$ cat src/rtl/idex_stage_reg_if.sv
// ID/EX stage bus: decoded ID fields in, registered EX fields and hazard controls out.
interface idex_stage_reg_if #(
  parameter int DATA_W  = 32,
  parameter int REG_W   = 5,
  parameter int ALUOP_W = 4,
  parameter int CNT_W   = 16
);
  logic               flush;
  logic [REG_W-1:0]   id_rs;
  logic [REG_W-1:0]   id_rt;
  logic [REG_W-1:0]   id_rd;
  logic [DATA_W-1:0]  id_readData1;
  logic [DATA_W-1:0]  id_readData2;
  logic [DATA_W-1:0]  id_signExt;
  logic               id_regDst;
  logic               id_aluSrc;
  logic               id_memRead;
  logic               id_memWrite;
  logic               id_memToReg;
  logic               id_regWrite;
  logic [ALUOP_W-1:0] id_aluOp;

  logic [REG_W-1:0]   idex_rs;
  logic [REG_W-1:0]   idex_rt;
  logic [REG_W-1:0]   idex_rd;
  logic [DATA_W-1:0]  idex_readData1;
  logic [DATA_W-1:0]  idex_readData2;
  logic [DATA_W-1:0]  idex_signExt;
  logic               idex_regDst;
  logic               idex_aluSrc;
  logic               idex_memRead;
  logic               idex_memWrite;
  logic               idex_memToReg;
  logic               idex_regWrite;
  logic [ALUOP_W-1:0] idex_aluOp;
  logic               idex_valid;
  logic               pc_write;
  logic               ifid_write;
  logic               stall;
  logic [CNT_W-1:0]   stall_count;

  modport master (
    output flush, id_rs, id_rt, id_rd, id_readData1, id_readData2, id_signExt,
           id_regDst, id_aluSrc, id_memRead, id_memWrite, id_memToReg, id_regWrite, id_aluOp,
    input  idex_rs, idex_rt, idex_rd, idex_readData1, idex_readData2, idex_signExt,
           idex_regDst, idex_aluSrc, idex_memRead, idex_memWrite, idex_memToReg, idex_regWrite,
           idex_aluOp, idex_valid, pc_write, ifid_write, stall, stall_count
  );

  modport slave (
    input  flush, id_rs, id_rt, id_rd, id_readData1, id_readData2, id_signExt,
           id_regDst, id_aluSrc, id_memRead, id_memWrite, id_memToReg, id_regWrite, id_aluOp,
    output idex_rs, idex_rt, idex_rd, idex_readData1, idex_readData2, idex_signExt,
           idex_regDst, idex_aluSrc, idex_memRead, idex_memWrite, idex_memToReg, idex_regWrite,
           idex_aluOp, idex_valid, pc_write, ifid_write, stall, stall_count
  );
endinterface

$ cat src/rtl/idex_stage_reg.sv
// ID/EX pipeline register with load-use hazard detection, flush bubbles
// and a saturating stall-cycle counter.
module idex_stage_reg #(
  parameter int DATA_W  = 32,
  parameter int REG_W   = 5,
  parameter int ALUOP_W = 4,
  parameter int CNT_W   = 16
) (
  input  logic             clk,
  input  logic             reset,
  idex_stage_reg_if.slave  bus
);

  logic [REG_W-1:0]   r_rs;
  logic [REG_W-1:0]   r_rt;
  logic [REG_W-1:0]   r_rd;
  logic [DATA_W-1:0]  r_readData1;
  logic [DATA_W-1:0]  r_readData2;
  logic [DATA_W-1:0]  r_signExt;
  logic               r_regDst;
  logic               r_aluSrc;
  logic               r_memRead;
  logic               r_memWrite;
  logic               r_memToReg;
  logic               r_regWrite;
  logic [ALUOP_W-1:0] r_aluOp;
  logic               r_valid;
  logic [CNT_W-1:0]   r_stall_count;

  logic w_hazard;
  logic w_stall;
  logic w_bubble;

  // Conservative: id_rt is compared even when the ID instruction does not read rt.
  always_comb begin
    w_hazard = r_memRead && (r_rt != '0) && ((r_rt == bus.id_rs) || (r_rt == bus.id_rt));
    w_stall  = w_hazard && !bus.flush;
    w_bubble = bus.flush || w_stall;
  end

  always_ff @(posedge clk) begin
    if (reset || w_bubble) begin
      r_rs        <= '0;
      r_rt        <= '0;
      r_rd        <= '0;
      r_readData1 <= '0;
      r_readData2 <= '0;
      r_signExt   <= '0;
      r_regDst    <= 1'b0;
      r_aluSrc    <= 1'b0;
      r_memRead   <= 1'b0;
      r_memWrite  <= 1'b0;
      r_memToReg  <= 1'b0;
      r_regWrite  <= 1'b0;
      r_aluOp     <= '0;
      r_valid     <= 1'b0;
    end else begin
      r_rs        <= bus.id_rs;
      r_rt        <= bus.id_rt;
      r_rd        <= bus.id_rd;
      r_readData1 <= bus.id_readData1;
      r_readData2 <= bus.id_readData2;
      r_signExt   <= bus.id_signExt;
      r_regDst    <= bus.id_regDst;
      r_aluSrc    <= bus.id_aluSrc;
      r_memRead   <= bus.id_memRead;
      r_memWrite  <= bus.id_memWrite;
      r_memToReg  <= bus.id_memToReg;
      r_regWrite  <= bus.id_regWrite;
      r_aluOp     <= bus.id_aluOp;
      r_valid     <= 1'b1;
    end
  end

  always_ff @(posedge clk) begin
    if (reset) begin
      r_stall_count <= '0;
    end else if (w_stall && (r_stall_count != '1)) begin
      r_stall_count <= r_stall_count + CNT_W'(1);
    end
  end

  assign bus.idex_rs        = r_rs;
  assign bus.idex_rt        = r_rt;
  assign bus.idex_rd        = r_rd;
  assign bus.idex_readData1 = r_readData1;
  assign bus.idex_readData2 = r_readData2;
  assign bus.idex_signExt   = r_signExt;
  assign bus.idex_regDst    = r_regDst;
  assign bus.idex_aluSrc    = r_aluSrc;
  assign bus.idex_memRead   = r_memRead;
  assign bus.idex_memWrite  = r_memWrite;
  assign bus.idex_memToReg  = r_memToReg;
  assign bus.idex_regWrite  = r_regWrite;
  assign bus.idex_aluOp     = r_aluOp;
  assign bus.idex_valid     = r_valid;
  assign bus.stall          = w_stall;
  assign bus.pc_write       = !w_stall;
  assign bus.ifid_write     = !w_stall;
  assign bus.stall_count    = r_stall_count;

endmodule
$ cat src/flat_wrapper.sv
// flat-port wrapper written by rule: the top's interface ports become plain ports
module idex_stage_reg_flat 
#(
  parameter int DATA_W  = 32,
  parameter int REG_W   = 5,
  parameter int ALUOP_W = 4,
  parameter int CNT_W   = 16
)
  (clk, reset, bus_flush, bus_id_rs, bus_id_rt, bus_id_rd, bus_id_readData1, bus_id_readData2, bus_id_signExt, bus_id_regDst, bus_id_aluSrc, bus_id_memRead, bus_id_memWrite, bus_id_memToReg, bus_id_regWrite, bus_id_aluOp, bus_idex_rs, bus_idex_rt, bus_idex_rd, bus_idex_readData1, bus_idex_readData2, bus_idex_signExt, bus_idex_regDst, bus_idex_aluSrc, bus_idex_memRead, bus_idex_memWrite, bus_idex_memToReg, bus_idex_regWrite, bus_idex_aluOp, bus_idex_valid, bus_pc_write, bus_ifid_write, bus_stall, bus_stall_count);
  idex_stage_reg_if #(.DATA_W(DATA_W), .REG_W(REG_W), .ALUOP_W(ALUOP_W), .CNT_W(CNT_W)) bus_i ();
  input  logic clk;
  input  logic reset;
  input wire logic [$bits(bus_i.flush)-1:0] bus_flush;
  input wire logic [$bits(bus_i.id_rs)-1:0] bus_id_rs;
  input wire logic [$bits(bus_i.id_rt)-1:0] bus_id_rt;
  input wire logic [$bits(bus_i.id_rd)-1:0] bus_id_rd;
  input wire logic [$bits(bus_i.id_readData1)-1:0] bus_id_readData1;
  input wire logic [$bits(bus_i.id_readData2)-1:0] bus_id_readData2;
  input wire logic [$bits(bus_i.id_signExt)-1:0] bus_id_signExt;
  input wire logic [$bits(bus_i.id_regDst)-1:0] bus_id_regDst;
  input wire logic [$bits(bus_i.id_aluSrc)-1:0] bus_id_aluSrc;
  input wire logic [$bits(bus_i.id_memRead)-1:0] bus_id_memRead;
  input wire logic [$bits(bus_i.id_memWrite)-1:0] bus_id_memWrite;
  input wire logic [$bits(bus_i.id_memToReg)-1:0] bus_id_memToReg;
  input wire logic [$bits(bus_i.id_regWrite)-1:0] bus_id_regWrite;
  input wire logic [$bits(bus_i.id_aluOp)-1:0] bus_id_aluOp;
  output wire logic [$bits(bus_i.idex_rs)-1:0] bus_idex_rs;
  output wire logic [$bits(bus_i.idex_rt)-1:0] bus_idex_rt;
  output wire logic [$bits(bus_i.idex_rd)-1:0] bus_idex_rd;
  output wire logic [$bits(bus_i.idex_readData1)-1:0] bus_idex_readData1;
  output wire logic [$bits(bus_i.idex_readData2)-1:0] bus_idex_readData2;
  output wire logic [$bits(bus_i.idex_signExt)-1:0] bus_idex_signExt;
  output wire logic [$bits(bus_i.idex_regDst)-1:0] bus_idex_regDst;
  output wire logic [$bits(bus_i.idex_aluSrc)-1:0] bus_idex_aluSrc;
  output wire logic [$bits(bus_i.idex_memRead)-1:0] bus_idex_memRead;
  output wire logic [$bits(bus_i.idex_memWrite)-1:0] bus_idex_memWrite;
  output wire logic [$bits(bus_i.idex_memToReg)-1:0] bus_idex_memToReg;
  output wire logic [$bits(bus_i.idex_regWrite)-1:0] bus_idex_regWrite;
  output wire logic [$bits(bus_i.idex_aluOp)-1:0] bus_idex_aluOp;
  output wire logic [$bits(bus_i.idex_valid)-1:0] bus_idex_valid;
  output wire logic [$bits(bus_i.pc_write)-1:0] bus_pc_write;
  output wire logic [$bits(bus_i.ifid_write)-1:0] bus_ifid_write;
  output wire logic [$bits(bus_i.stall)-1:0] bus_stall;
  output wire logic [$bits(bus_i.stall_count)-1:0] bus_stall_count;
  assign bus_i.flush = bus_flush;
  assign bus_i.id_rs = bus_id_rs;
  assign bus_i.id_rt = bus_id_rt;
  assign bus_i.id_rd = bus_id_rd;
  assign bus_i.id_readData1 = bus_id_readData1;
  assign bus_i.id_readData2 = bus_id_readData2;
  assign bus_i.id_signExt = bus_id_signExt;
  assign bus_i.id_regDst = bus_id_regDst;
  assign bus_i.id_aluSrc = bus_id_aluSrc;
  assign bus_i.id_memRead = bus_id_memRead;
  assign bus_i.id_memWrite = bus_id_memWrite;
  assign bus_i.id_memToReg = bus_id_memToReg;
  assign bus_i.id_regWrite = bus_id_regWrite;
  assign bus_i.id_aluOp = bus_id_aluOp;
  assign bus_idex_rs = bus_i.idex_rs;
  assign bus_idex_rt = bus_i.idex_rt;
  assign bus_idex_rd = bus_i.idex_rd;
  assign bus_idex_readData1 = bus_i.idex_readData1;
  assign bus_idex_readData2 = bus_i.idex_readData2;
  assign bus_idex_signExt = bus_i.idex_signExt;
  assign bus_idex_regDst = bus_i.idex_regDst;
  assign bus_idex_aluSrc = bus_i.idex_aluSrc;
  assign bus_idex_memRead = bus_i.idex_memRead;
  assign bus_idex_memWrite = bus_i.idex_memWrite;
  assign bus_idex_memToReg = bus_i.idex_memToReg;
  assign bus_idex_regWrite = bus_i.idex_regWrite;
  assign bus_idex_aluOp = bus_i.idex_aluOp;
  assign bus_idex_valid = bus_i.idex_valid;
  assign bus_pc_write = bus_i.pc_write;
  assign bus_ifid_write = bus_i.ifid_write;
  assign bus_stall = bus_i.stall;
  assign bus_stall_count = bus_i.stall_count;
  idex_stage_reg #(.DATA_W(DATA_W), .REG_W(REG_W), .ALUOP_W(ALUOP_W), .CNT_W(CNT_W)) u_core (.clk(clk), .reset(reset), .bus(bus_i));
endmodule
$ cat config.mk
export PLATFORM = sky130hd
export DESIGN_NAME = idex_stage_reg_flat
export DESIGN_NICKNAME = d
export VERILOG_FILES = /design/src/rtl/idex_stage_reg_if.sv /design/src/rtl/idex_stage_reg.sv /design/src/flat_wrapper.sv
export SDC_FILE = /design/constraint.sdc
export NUM_CORES = 1
export LEC_CHECK = 0
export ABC_AREA = 1
export CAP_MARGIN = 5
export CORE_ASPECT_RATIO = 2
export CORE_UTILIZATION = 36
export CTS_BUF_LIST = sky130_fd_sc_hd__clkbuf_4 sky130_fd_sc_hd__clkbuf_8 sky130_fd_sc_hd__clkbuf_16
export DETAILED_ROUTE_END_ITERATION = 16
export GPL_ROUTABILITY_DRIVEN = 0
export PLACE_DENSITY = 0.77
export SETUP_SLACK_MARGIN = 0.15
export SYNTH_ARGS = -nofsm -noshare
export SYNTH_HDL_FRONTEND = slang
export SYNTH_SLANG_ARGS = --single-unit
export TNS_END_PERCENT = 1
$ cat constraint.sdc
create_clock -name clk -period 1.6 [get_ports clk]
set_input_delay 0.16 -clock clk [delete_from_list [all_inputs] [get_ports clk]]
set_output_delay 0.16 -clock clk [all_outputs]
set_load 0.05 [all_outputs]
# Word level (Yosys, flattened, before mapping)
# Index checks and enable logic that the tools add are counted.
[totals]
register_bits = 138
out_inout_bits = 141
wordCells = 30
[classes]
addsub = 1
eq_ne = 3
muxes = 1
n_reduce_logical = 10
[ops]
columns = ["op", "n"]
rows = [
  ["16-bit by 1-bit adder with 16-bit output, second input constant", 1],
  ["16-bit != test, second input constant", 1],
  ["5-bit == test", 2],
  ["5-bit nonzero test", 1],
  ["1-bit logical AND", 4],
  ["1-bit logical OR", 3],
  ["1-bit zero test", 2],
  ["1-bit two-way mux", 1],
]

# Longest topological paths before layout
# Gate-level depths: netlist (run 1).
[depth]
word_depth = 7
mapped_depth = 12
mapped_depth_nobuf = 11

# Least setup slack after synthesis (run 1)
# No wires, ideal clock.
[synth_path]
path_kind = "register -> register"
start = "reg u_core.r_rt[2], in the netlist u_core.bus.idex_rt[2]"
end = "reg u_core.r_stall_count[6], in the netlist u_core.bus.stall_count[6]"
arrival_time_ps = 1862
required_time_ps = 1535
path_slack_ps = -326
stages_incl_launch_ff = 12
synth_period_minus_slack_ps = 1926
path_cell_list = "dfxtp_1 > inv_1 > nand2_1 > nand2_1 > nor2_1 > nand3_1 > nand2_2 > nand3_2 > buf_6 > inv_2 > a21oi_1 > nor2_1"
[synth_between]
elab_chain_cells = 5
[synth_rtl]
columns = ["item", "line", "rtl"]
rows = [
  ["from (decl)", "idex_stage_reg.sv:15", "logic [REG_W-1:0] r_rt;"],
  ["from (signal assigned)", "idex_stage_reg.sv:59", "r_rt <= bus.id_rt;"],
  ["5-bit == test / 5-bit nonzero test (equally long branches)", "idex_stage_reg.sv:36", "w_hazard = r_memRead && (r_rt != '0) && ((r_rt == bus.id_rs) || (r_rt == bus.id_rt));"],
  ["1-bit logical OR / 1-bit logical AND (equally long branches)", "idex_stage_reg.sv:36", ""],
  ["1-bit logical AND *", "idex_stage_reg.sv:36", ""],
  ["1-bit logical AND *", "idex_stage_reg.sv:37", "w_stall = w_hazard && !bus.flush;"],
  ["net bus_stall", "flat_wrapper.sv:43", "output wire logic [$bits(bus_i.stall)-1:0] bus_stall;"],
  ["1-bit logical AND *", "idex_stage_reg.sv:78", "end else if (w_stall && (r_stall_count != '1)) begin"],
  ["to (signal assigned)", "idex_stage_reg.sv:79", "r_stall_count <= r_stall_count + CNT_W'(1);"],
  ["to (decl)", "idex_stage_reg.sv:28", "logic [CNT_W-1:0] r_stall_count;"],
]
# Mark *: on every way through the listed nets, which the timed path passes. The rest lies on a longest branch.
# A chain may end at the register's enable or synchronous reset.

# Worst setup path in the final report (run 1)
[layout_path]
start = "reg u_core.r_rt[1], in the netlist u_core.bus.idex_rt[1]"
end = "out bus_stall"
[layout_between]
elab_chain_cells = 4
[layout_rtl]
columns = ["item", "line"]
rows = [
  ["5-bit == test / 5-bit nonzero test (equally long branches)", "idex_stage_reg.sv:36"],
  ["1-bit logical OR / 1-bit logical AND (equally long branches)", "idex_stage_reg.sv:36"],
  ["1-bit logical AND *", "idex_stage_reg.sv:36"],
  ["1-bit logical AND *", "idex_stage_reg.sv:37"],
  ["to (decl)", "flat_wrapper.sv:43"],
]
# Every way passes the cells marked *; elsewhere a longest branch is shown, timed or not.

==> results by group, run 1 <==
Critical path
  • CP Data Arrival Time: 1.66 ns
  • Critical path class: reg -> out
  • Slack of the worst reg-to-reg path: -0.06 ns
  • Critical Path Start Type: flop
  • Critical Path RT: 1.44 ns
  • Register-to-Register Path Depth: 13
  • Maximum fanout along the worst path: 5
  • Sort of element at the end of the critical path: output port

Placed design
  • Pre-CTS setup slack: -0.231 ns
  • Total placed cells including tap cells: 988
  • Number of I/O port buffers: 264
  • Half-perimeter wire length after placement: 10100 um

Layout
  • Non-Filler Instances: 1025
  • Highest-count cells in the layout ignoring fill and taps: inv_1, nor2_1, clkdlybuf4s50_1
  • Area grow syn2layout: 76.3%
  • Number of antenna repair diodes: 0
  • Final #Nets: 987
  • Share of layout cells above drive strength 1: 0.285
  • Most common cell after layout, fill and taps aside: inv_1

Die
  • Overall die area: 13200 um2
  • FP Rows: 58
  • Total core area: 12500 um2
  • Die width: 81.9 um
  • Die height: 162 um
  • Starting density of the core: 0.368
  • Ports placed on the boundary: 265

STA
  • Total count of hold-check failures in the final report: 0
  • Highest clock rate: 550 MHz
  • Number of max-slew violations in the final report: 0
  • Worst setup slack after layout: -0.217 ns
  • Shortest period the worst path allows: 1.82 ns
  • Final number of setup-violating endpoints: 10
  • Worst slew slack as a fraction of its limit: 0.660
  • Actual slew at the worst max-slew pin: 0.513 ns
  • Unrepaired setup endpoints after global routing: yes
  • Worst clock skew: 0.00755 ns
  • Hold Slack: 0.268 ns
  • Sum of negative setup slack: -0.916 ns
  • Final worst path period share: 1.14

CTS
  • Worst-Skew Late Latency: 0.41 ns
  • Clock input transition at the sequential cells of the worst setup and hold paths: 0.06 ns
  • Number of levels the H-tree was split into: 4
  • Root Driver: clkbuf_16
  • Clock tree buffer depth: 2
  • CTS tree: yes
  • TritonCTS Buffers: 17
  • Clock Sinks: 138

Yosys
  • Post-synthesis register bit count: 138
  • Post-synth net total: 701
  • Post-Syn Instances: 576
  • Cell area after synthesis: 4590 um2
  • Synth unique cells: 22
  • Avg Cell Area, Syn: 7.97 um2
  • Count of yosys warnings during synthesis: 0
  • Post-synthesis sequential area ratio: 0.602

Global routing
  • Number of global-route vias before repair: 4187
  • Number of antenna violations at the first check in global routing: 0
  • Wire length of the first global-routing pass: 19700 um
  • Total global-route track usage: 0.202
  • Grt ovf: 0
  • Maximum number of pins on one net before global-route repair: 41

Worst hold path
  • Hold crit path type: in -> reg
  • Count of cells along the worst hold path: 3

Drt
  • DR DRC count: 0
  • First-iteration detailed-routing DRC count: 97
  • Post-route ant nets: 0
  • Via total after detailed routing: 4313
  • Wirelength per Cell: 12.7 um
  • Routed vias/inst: 4.21
  • First-pass DRT Iterations: 4
  • Final wirelength: 13000 um

Pwr
  • Power density over the cells: 1060 nW/um2
  • IR drop worst, VDD: 0.936 mV
  • Cell leakage power: 4.10 nW

Run status
  • Result of the run: finished, violations left
  • Failing checks: negative setup slack

Job
  • Number of max-capacitance violations reported: 0
state kept, by name, indices dropped and copies added (netlist names):
register                   count
u_core.bus.idex_memRead        1
u_core.bus.idex_signExt       32
u_core.bus.idex_rs             5
u_core.bus.idex_rd             5
u_core.bus.idex_memToReg       1
u_core.bus.idex_aluSrc         1
u_core.bus.stall_count        16
u_core.bus.idex_aluOp          4
u_core.bus.idex_memWrite       1
u_core.bus.idex_rt             5
u_core.bus.idex_regDst         1
u_core.bus.idex_valid          1
u_core.bus.idex_regWrite       1
u_core.bus.idex_readData1     32
u_core.bus.idex_readData2     32
repair_timing:
item / CTS / global route
gates cloned: 0 / 0
hold buffers: 0 / 0
resized for setup: 89 / 21
pin swaps: 26 / 10
endpoints found under the setup margin: 172 / 151
buffers inserted: 4 / 1
kinds of logic after synthesis:
group                      count (synthesis)  synth area share
AOI/OAI and AO/OA                          7           0.00763
xor gates and xnor gates                   3           0.00572
adders and majority gates                  1           0.00273
buffers and inverters                    164             0.153
DFF                                      138             0.602
and+or+nand+nor                          263             0.229
cell usage after synthesis:
cell type	number	share of area
clkbuf_1	1	0.00082
nand3_2	2	0.0044
nor2_2	8	0.011
nand2_1	68	0.056
o21ai_1	2	0.0022
dfxtp_1	138	0.60
inv_2	6	0.0049
ha_1	1	0.0027
buf_6	9	0.022
buf_4	1	0.0016
xor2_1	1	0.0019
buf_8	1	0.0033
nor2_1	169	0.14
buf_2	4	0.0044
o21ai_0	2	0.0022
inv_1	140	0.11
a21oi_1	3	0.0033
xnor2_1	2	0.0038
clkinv_1	2	0.0016
nand4_1	8	0.011
nand3_1	7	0.0076
nand2_2	1	0.0014
layout make-up:
| cell class | count | area, um2 |
|---|---|---|
| Clock buffer | 18 | 433 |
| Timing Repair Buffer | 283 | 2570 |
| Inverter | 148 | 568 |
| Fill cell | 1045 | 4390 |
| Clock inverter | 14 | 136 |
| Multi-Input combinational cell | 274 | 1390 |
| Sequential cell | 138 | 2820 |
| Tap cell | 150 | 188 |
through the flow:
| stage | instance area (um2) | util | power (mW) |
|---|---|---|---|
| 5_1_grt | 8090 | 0.648 | 8.91 |
| 2_1_floorplan | 4720 | - | 4.32 |
| 3_3_place_gp | 7300 | 0.585 | 4.88 |
| 4_1_cts | 8060 | 0.645 | 8.66 |
| 3_5_place_dp | 7300 | 0.585 | 4.90 |
| 6_report | 8090 | 0.648 | 8.57 |
report_power, final:
group          switching, mW  internal (mW)  leakage [nW]
Clock                   1.54           2.19         0.274
Combinational          0.729          0.516          2.68
Sequential            0.0424           3.55          1.14
Total                   2.31           6.26          4.10
metal layers:
metal | track usage | vias up | share of wire
li1 | - | 2193 | -
met1 | 0.175 | 1902 | 0.32
met2 | 0.371 | 184 | 0.56
met3 | 0.0730 | 34 | 0.077
met4 | 0.125 | 0 | 0.042
met5 | 0 | - | 0
worst max-delay path: stages, from the launching register on:
cell and delay (ns):
dfxtp_4 0.37, inv_2 0.04, nand2_1 0.05, nand2_1 0.04, nor2_1 0.12, nand3_1 0.10
nand2_2 0.11, nand3_4 0.08, buf_12 0.16, clkinv_8 0.04, buf_12 0.12
final timing paths:
check,start,to
worst max-delay path,u_core.bus.idex_rt[1],bus_stall
worst min-delay path,bus_id_readData1[10],u_core.bus.idex_readData1[10]
worst max register to register,u_core.bus.idex_rt[1],u_core.bus.stall_count[10]
worst min register to register,u_core.bus.stall_count[3],u_core.bus.stall_count[3]
Power figures use the tool's default switching activity.
==> run 2, diff against run 1 <==
Settings changed: PLACE_DENSITY 0.77 to 0.76.
==> run 2 against run 1 <==
Against the previous run: clock power rose by 5%; setup slack improved by 0.0074 ns; largest cell class unchanged; via count fell by 2.3%; clock-buffer cell count fell by 1; combinational power fell by 3%; critical path depth did not move; critical path type unchanged; the run still ends with negative setup slack left.
==> results by group, run 2 (same netlist as run 1, synthesis figures left out) <==
Critical path
  • FF-to-FF Start: u_core.bus.idex_rt[2] (was u_core.bus.idex_rt[1])
  • Critical Path Start Type: flop (unchanged)
  • Slack of the worst reg-to-reg path: -0.07 ns (was -0.06 ns)
  • Sort of element at the end of the critical path: output port (unchanged)
  • Critical path class: reg -> out (unchanged)
  • Critical Path RT: 1.44 ns (about the same)
  • Buf/Inv on CP: 4 (unchanged)
  • Top cell family by delay on the critical path: simple AND/OR/NAND/NOR gates (unchanged)
  • CP peak stage delay: 0.38 ns (was 0.37 ns)
  • Worst path slowest cell: dfxtp_4 (unchanged)
  • Reg2Reg Capture Point: u_core.bus.stall_count[2] (was u_core.bus.stall_count[10])
  • Maximum fanout along the worst path: 5 (unchanged)
  • Register-to-Register Path Depth: 11 (was 13)
  • CP Cell Sequence: inv_4, nand2_2, nand2_1, nor2_1, nand3_1, nand2_2, nand3_4, buf_12, clkinv_8, buf_12 (was inv_2, nand2_1, nand2_1, nor2_1, nand3_1, nand2_2, nand3_4, buf_12, clkinv_8, buf_12)
  • CP Data Arrival Time: 1.65 ns (was 1.66 ns)

Pwr
  • Power density over the cells: 1090 nW/um2 (was 1060 nW/um2)
  • IR drop worst, VDD: 1.16 mV (was 0.936 mV)
  • Cell leakage power: 4.10 nW (about the same)

Worst hold path
  • Count of cells along the worst hold path: 3 (unchanged)
  • Endpoint with the worst hold slack: u_core.bus.idex_readData1[12] (was u_core.bus.idex_readData1[10])
  • Hold crit path type: in -> reg (unchanged)
  • Hold path startpoint: bus_id_readData1[12] (was bus_id_readData1[10])

Global routing
  • Number of antenna violations at the first check in global routing: 0 (unchanged)
  • Grt ovf: 0 (unchanged)
  • Number of global-route vias before repair: 4178 (was 4187)
  • Maximum number of pins on one net before global-route repair: 40 (was 41)
  • Total global-route track usage: 0.202 (about the same)
  • Wire length of the first global-routing pass: 19600 um (was 19700 um)

STA
  • Worst slew slack as a fraction of its limit: 0.667 (was 0.660)
  • Total count of hold-check failures in the final report: 0 (unchanged)
  • Number of max-slew violations in the final report: 0 (unchanged)
  • Actual slew at the worst max-slew pin: 0.501 ns (was 0.513 ns)
  • Worst clock skew: 0.0129 ns (was 0.00755 ns)
  • Final number of setup-violating endpoints: 87 (was 10)
  • Highest clock rate: 553 MHz (was 550 MHz)
  • Worst setup slack after layout: -0.209 ns (was -0.217 ns)
  • Unrepaired setup endpoints after global routing: yes (unchanged)
  • Final worst path period share: 1.13 (was 1.14)
  • Shortest period the worst path allows: 1.81 ns (was 1.82 ns)

CTS
  • Clock Sinks: 138 (unchanged)
  • Clock tree buffer depth: 2 (unchanged)
  • Clock input transition at the sequential cells of the worst setup and hold paths: 0.07 ns (was 0.06 ns)
  • TritonCTS Buffers: 17 (unchanged)
  • Cts hold-fix bufs: 0 (unchanged)
  • Number of levels the H-tree was split into: 4 (unchanged)
  • Root Driver: clkbuf_16 (unchanged)
  • Worst-Skew Late Latency: 0.41 ns (about the same)
  • CTS tree: yes (unchanged)

Drt
  • Final wirelength: 13100 um (was 13000 um)
  • Wirelength per Cell: 12.8 um (was 12.7 um)
  • Post-route ant nets: 0 (unchanged)
  • First-pass DRT Iterations: 4 (unchanged)
  • Routed vias/inst: 4.12 (was 4.21)
  • First-iteration detailed-routing DRC count: 108 (was 97)
  • Via total after detailed routing: 4214 (was 4313)
  • DR DRC count: 0 (unchanged)

Layout
  • Highest-count cells in the layout ignoring fill and taps: nor2_1, inv_1, buf_4 (was inv_1, nor2_1, clkdlybuf4s50_1)
  • Area grow syn2layout: 74.4% (was 76.3%)
  • Final #Nets: 987 (unchanged)
  • Share of layout cells above drive strength 1: 0.261 (was 0.285)
  • Multi-input gate area in the final layout: 1280 um2 (was 1390 um2)
  • Area used by sequential logic in the layout: 2820 um2 (unchanged)
  • Most common cell after layout, fill and taps aside: nor2_1 (was inv_1)
  • Design area: 8010 um2 (was 8090 um2)
  • Filler cell count: 1045 (unchanged)
  • Number of antenna repair diodes: 0 (unchanged)

Die
  • FP Rows: 58 (unchanged)
  • Die height: 162 um (unchanged)
  • Starting density of the core: 0.368 (unchanged)
  • Ports placed on the boundary: 265 (unchanged)
  • Total core area: 12500 um2 (unchanged)
  • Overall die area: 13200 um2 (unchanged)
  • Die width: 81.9 um (unchanged)

Placed design
  • Placed Area: 7270 um2 (was 7300 um2)
  • Number of I/O port buffers: 264 (unchanged)
  • Half-perimeter wire length after placement: 10000 um (was 10100 um)
  • Pre-CTS setup slack: -0.234 ns (was -0.231 ns)

Run status
  • Failing checks: negative setup slack (unchanged)
  • Result of the run: finished, violations left (unchanged)

Job
  • Number of max-capacitance violations reported: 0 (unchanged)
-- run 2: changes by cell type in the layout (fill, tap and decap cells not counted), sizes merged --
cell / previous run / this run
clkdlybuf4s15: 9 / 12
bufinv: 1 / 2
clkbuf: 19 / 17
clkinvlp: 3 / 2
clkinv: 5 / 7
inv: 153 / 151
buf: 128 / 133
dlygate4sd2: 22 / 15
-- run 2: how the worst max path moves through the flow --
stage / from / endpoint / cells past startpoint / slack, ns
global placement: bus_id_rs[2] / u_core.bus.idex_memRead / 11 / -0.21
detailed placement: bus_id_rs[2] / u_core.bus.idex_readData1[6] / 11 / -0.23
finish: u_core.bus.idex_rt[2] / bus_stall / 10 / -0.21
floorplan: u_core.bus.idex_rt[1] / u_core.bus.stall_count[13] / 12 / 0.11
global route: u_core.bus.idex_rt[2] / bus_stall / 10 / -0.29
CTS: u_core.bus.idex_rt[3] / bus_stall / 10 / -0.25
-- run 2: worst register-to-register path, stage by stage (launching register included) --
cell and delay, ns:
dfxtp_4 0.38, inv_4 0.05, nand2_2 0.04, nand2_1 0.04, nor2_1 0.12, nand3_1 0.10, nand2_2 0.10, buf_4 0.11
buf_6 0.10, nand4_1 0.25, o21ai_1 0.22, nor2_1 0.05
-- run 2: layer usage --
layer	routed length (um)	up-vias	part of all wire	global-route usage
met5	0	-	0	0
li1	-	2195	-	-
met1	4350	1806	0.33	0.178
met4	532	0	0.041	0.120
met3	1030	35	0.079	0.0747
met2	7150	178	0.55	0.368
-- run 2: what timing repair did --
action / 4_1_cts / 5_1_grt
setup buffers: 5 / 1
endpoints found under the setup margin: 147 / 153
resized for setup: 42 / 33
pin swaps: 13 / 16
-- run 2: final cells by class --
class	instances	area share
sequential	138	0.352
timing repair buffer	283	0.320
multi-input combinational	274	0.160
inverter	148	0.0716
clock buffer	17	0.0531
tap	150	0.0234
clock inverter	14	0.0205
-- run 2: per-stage QoR --
stage	cells	setup TNS, ns	hold WS (ns)	utilization	total power, mW
floorplan	576	0	0.263	-	4.32
CTS	1023	-5.94	0.246	0.634	8.79
global placement	987	-23.17	0.485	0.583	4.87
global route	1024	-13.60	0.246	0.641	9.04
detailed placement	987	-24.47	0.496	0.583	4.88
finish	1024	-2.34	0.262	0.641	8.72
-- run 2: where the power goes --
group          leakage (nW)  switching [mW]  internal, mW  total, mW
Sequential             1.14          0.0420          3.55       3.59
Combinational          2.67           0.706         0.509       1.21
Clock                 0.285            1.58          2.33       3.91
==> run 3, diff against run 2 <==
Settings changed: GPL_ROUTABILITY_DRIVEN 0 to unset, REMOVE_ABC_BUFFERS set to 1.
==> run 3 against run 2 <==
Against the previous run: the flow still finishes with violations (negative setup slack); utilization rose by 0.62 points; hold slack improved by 0.011 ns; sequential share of layout area fell by 0.80 points; design area rose by 0.97%; register-to-register slack improved by 0.06 ns; combinational power barely moved; non-clock buffer count rose by 16; critical path depth did not move; setup slack improved by 0.025 ns; clock power rose by 8.2%; clock skew fell by 0.0032 ns; fmax rose by 1.4%; critical endpoint unchanged; largest power group unchanged; highest routed layer unchanged.
==> results by group, run 3 (same netlist as run 1, synthesis figures left out) <==
Run status
  • Result of the run: finished, violations left (unchanged)
  • Failing checks: negative setup slack (unchanged)

Worst hold path
  • Count of cells along the worst hold path: 3 (unchanged)
  • Endpoint with the worst hold slack: u_core.bus.idex_readData1[31] (was u_core.bus.idex_readData1[12])
  • Hold path startpoint: bus_id_readData1[31] (was bus_id_readData1[12])
  • Hold crit path type: in -> reg (unchanged)

STA
  • Actual slew at the worst max-slew pin: 0.523 ns (was 0.501 ns)
  • Worst setup slack after layout: -0.185 ns (was -0.209 ns)
  • Final number of setup-violating endpoints: 4 (was 87)
  • Final worst path period share: 1.12 (was 1.13)
  • Number of max-slew violations in the final report: 0 (unchanged)
  • Shortest period the worst path allows: 1.78 ns (was 1.81 ns)
  • Worst clock skew: 0.00972 ns (was 0.0129 ns)
  • Unrepaired setup endpoints after global routing: yes (unchanged)
  • Total count of hold-check failures in the final report: 0 (unchanged)
  • Highest clock rate: 560 MHz (was 553 MHz)
  • Worst slew slack as a fraction of its limit: 0.653 (was 0.667)

Global routing
  • Number of global-route vias before repair: 4115 (was 4178)
  • Number of antenna violations at the first check in global routing: 0 (unchanged)
  • Maximum number of pins on one net before global-route repair: 39 (was 40)
  • Wire length of the first global-routing pass: 19100 um (was 19600 um)
  • Total global-route track usage: 0.194 (was 0.202)
  • Grt ovf: 0 (unchanged)

Die
  • Overall die area: 13200 um2 (unchanged)
  • Ports placed on the boundary: 265 (unchanged)
  • Total core area: 12500 um2 (unchanged)
  • Starting density of the core: 0.368 (unchanged)
  • Die height: 162 um (unchanged)
  • FP Rows: 58 (unchanged)
  • Die width: 81.9 um (unchanged)

Critical path
  • Critical Path RT: 1.44 ns (about the same)
  • Buf/Inv on CP: 4 (unchanged)
  • Maximum fanout along the worst path: 6 (was 5)
  • CP peak stage delay: 0.37 ns (was 0.38 ns)
  • Worst path slowest cell: dfxtp_4 (unchanged)
  • CP Cell Sequence: inv_2, nand2_2, nand2_2, nor2_2, nand3_1, nand2_2, nand3_4, buf_6, inv_4, buf_12 (was inv_4, nand2_2, nand2_1, nor2_1, nand3_1, nand2_2, nand3_4, buf_12, clkinv_8, buf_12)
  • Reg2Reg Capture Point: u_core.bus.stall_count[2] (unchanged)
  • FF-to-FF Start: u_core.bus.idex_rt[0] (was u_core.bus.idex_rt[2])
  • Sort of element at the end of the critical path: output port (unchanged)
  • Slack of the worst reg-to-reg path: -0.01 ns (was -0.07 ns)
  • Register-to-Register Path Depth: 11 (unchanged)
  • CP Data Arrival Time: 1.62 ns (was 1.65 ns)
  • Critical Path Start Type: flop (unchanged)
  • Top cell family by delay on the critical path: simple AND/OR/NAND/NOR gates (unchanged)
  • Most common cell on crit path: nand2_2
  • Critical path class: reg -> out (unchanged)

Drt
  • Final wirelength: 12700 um (was 13100 um)
  • Via total after detailed routing: 4246 (was 4214)
  • DR DRC count: 0 (unchanged)
  • Wirelength per Cell: 12.2 um (was 12.8 um)
  • First-pass DRT Iterations: 4 (unchanged)
  • Post-route ant nets: 0 (unchanged)
  • First-iteration detailed-routing DRC count: 139 (was 108)
  • Routed vias/inst: 4.09 (was 4.12)

Layout
  • Number of antenna repair diodes: 0 (unchanged)
  • Highest-count cells in the layout ignoring fill and taps: nor2_1, buf_4, inv_1 (was nor2_1, inv_1, buf_4)
  • Design area: 8080 um2 (was 8010 um2)
  • Fraction of the core area covered by cells at the end of the flow: 0.648 (was 0.641)
  • Most common cell after layout, fill and taps aside: nor2_1 (unchanged)
  • Share of layout cells above drive strength 1: 0.264 (was 0.261)
  • Final #Nets: 1003 (was 987)
  • Area grow syn2layout: 76.1% (was 74.4%)

Placed design
  • Number of I/O port buffers: 264 (unchanged)
  • Routability-driven placement congestion ratio: 0.826
  • Half-perimeter wire length after placement: 9770 um (was 10000 um)
  • Pre-CTS setup slack: -0.192 ns (was -0.234 ns)
  • Placed Area: 7270 um2 (about the same)

CTS
  • Clock Sinks: 138 (unchanged)
  • Clock input transition at the sequential cells of the worst setup and hold paths: 0.06 ns (was 0.07 ns)
  • CTS tree: yes (unchanged)
  • Cts hold-fix bufs: 0 (unchanged)
  • TritonCTS Buffers: 17 (unchanged)
  • Root Driver: clkbuf_16 (unchanged)
  • Worst-Skew Late Latency: 0.40 ns (was 0.41 ns)
  • Clock tree buffer depth: 2 (unchanged)
  • Number of levels the H-tree was split into: 4 (unchanged)

Job
  • Number of max-capacitance violations reported: 0 (unchanged)

Pwr
  • IR drop worst, VDD: 0.908 mV (was 1.16 mV)
  • Power density over the cells: 1120 nW/um2 (was 1090 nW/um2)
  • Cell leakage power: 4.20 nW (was 4.10 nW)
## run 3: area by class of cell
type	instances	area (um2)
Fill cell	1044	4400
Sequential cell	138	2780
Timing Repair Buffer	299	2670
Multi-Input combinational cell	274	1250
Inverter	148	561
Clock buffer	19	447
Clock inverter	11	196
Tap cell	150	188
## run 3: tightest hold or removal path: stages
cell             delay [ns]
clkdlybuf4s50_1        0.39
inv_1                  0.05
nor2_1                 0.03
## run 3: worst max path at each step
stage                                  endpoint  slack, ns  depth (start not counted)                   from
floorplan              u_core.bus.idex_aluOp[0]      -1.12                          8  u_core.bus.idex_rt[0]
global placement    u_core.bus.idex_signExt[22]      -0.18                         11           bus_id_rs[0]
detailed placement    u_core.bus.stall_count[2]      -0.19                         11           bus_id_rs[0]
CTS                                   bus_stall      -0.21                         10  u_core.bus.idex_rt[1]
global route                          bus_stall      -0.31                         10  u_core.bus.idex_rt[0]
finish                                bus_stall      -0.18                         10  u_core.bus.idex_rt[0]
## run 3: layer usage
layer,global-route usage,vias up,routed length (um),share of wire
met1,0.177,1848,4290,0.34
met3,0.0652,32,730,0.058
met4,0.0965,0,478,0.038
met5,0,-,0,0
met2,0.362,146,7170,0.57
li1,-,2220,-,-
## run 3: report_power, final
part / switching [mW] / internal [mW] / leakage, nW
logic: 0.705 / 0.513 / 2.76
registers: 0.0386 / 3.56 / 1.13
clock network: 1.42 / 2.81 / 0.309
total: 2.16 / 6.89 / 4.20
## run 3: timing repair
| action | 4_1_cts | 5_1_grt |
|---|---|---|
| setup buffers | 5 | 0 |
| gates cloned | 0 | 0 |
| pin swaps | 10 | 15 |
| setup endpoints to repair | 163 | 144 |
| gates resized for setup | 49 | 31 |
## run 3: per-stage QoR
stage               instances  power [mW]  setup TNS (ns)  hold slack [ns]
floorplan                 560        4.30         -147.17            0.272
global placement         1004        4.89          -20.82            0.522
detailed placement       1004        4.90          -21.21            0.531
CTS                      1039        9.15          -0.625            0.256
global route             1039        9.37           -8.19            0.261
finish                   1039        9.04          -0.519            0.273
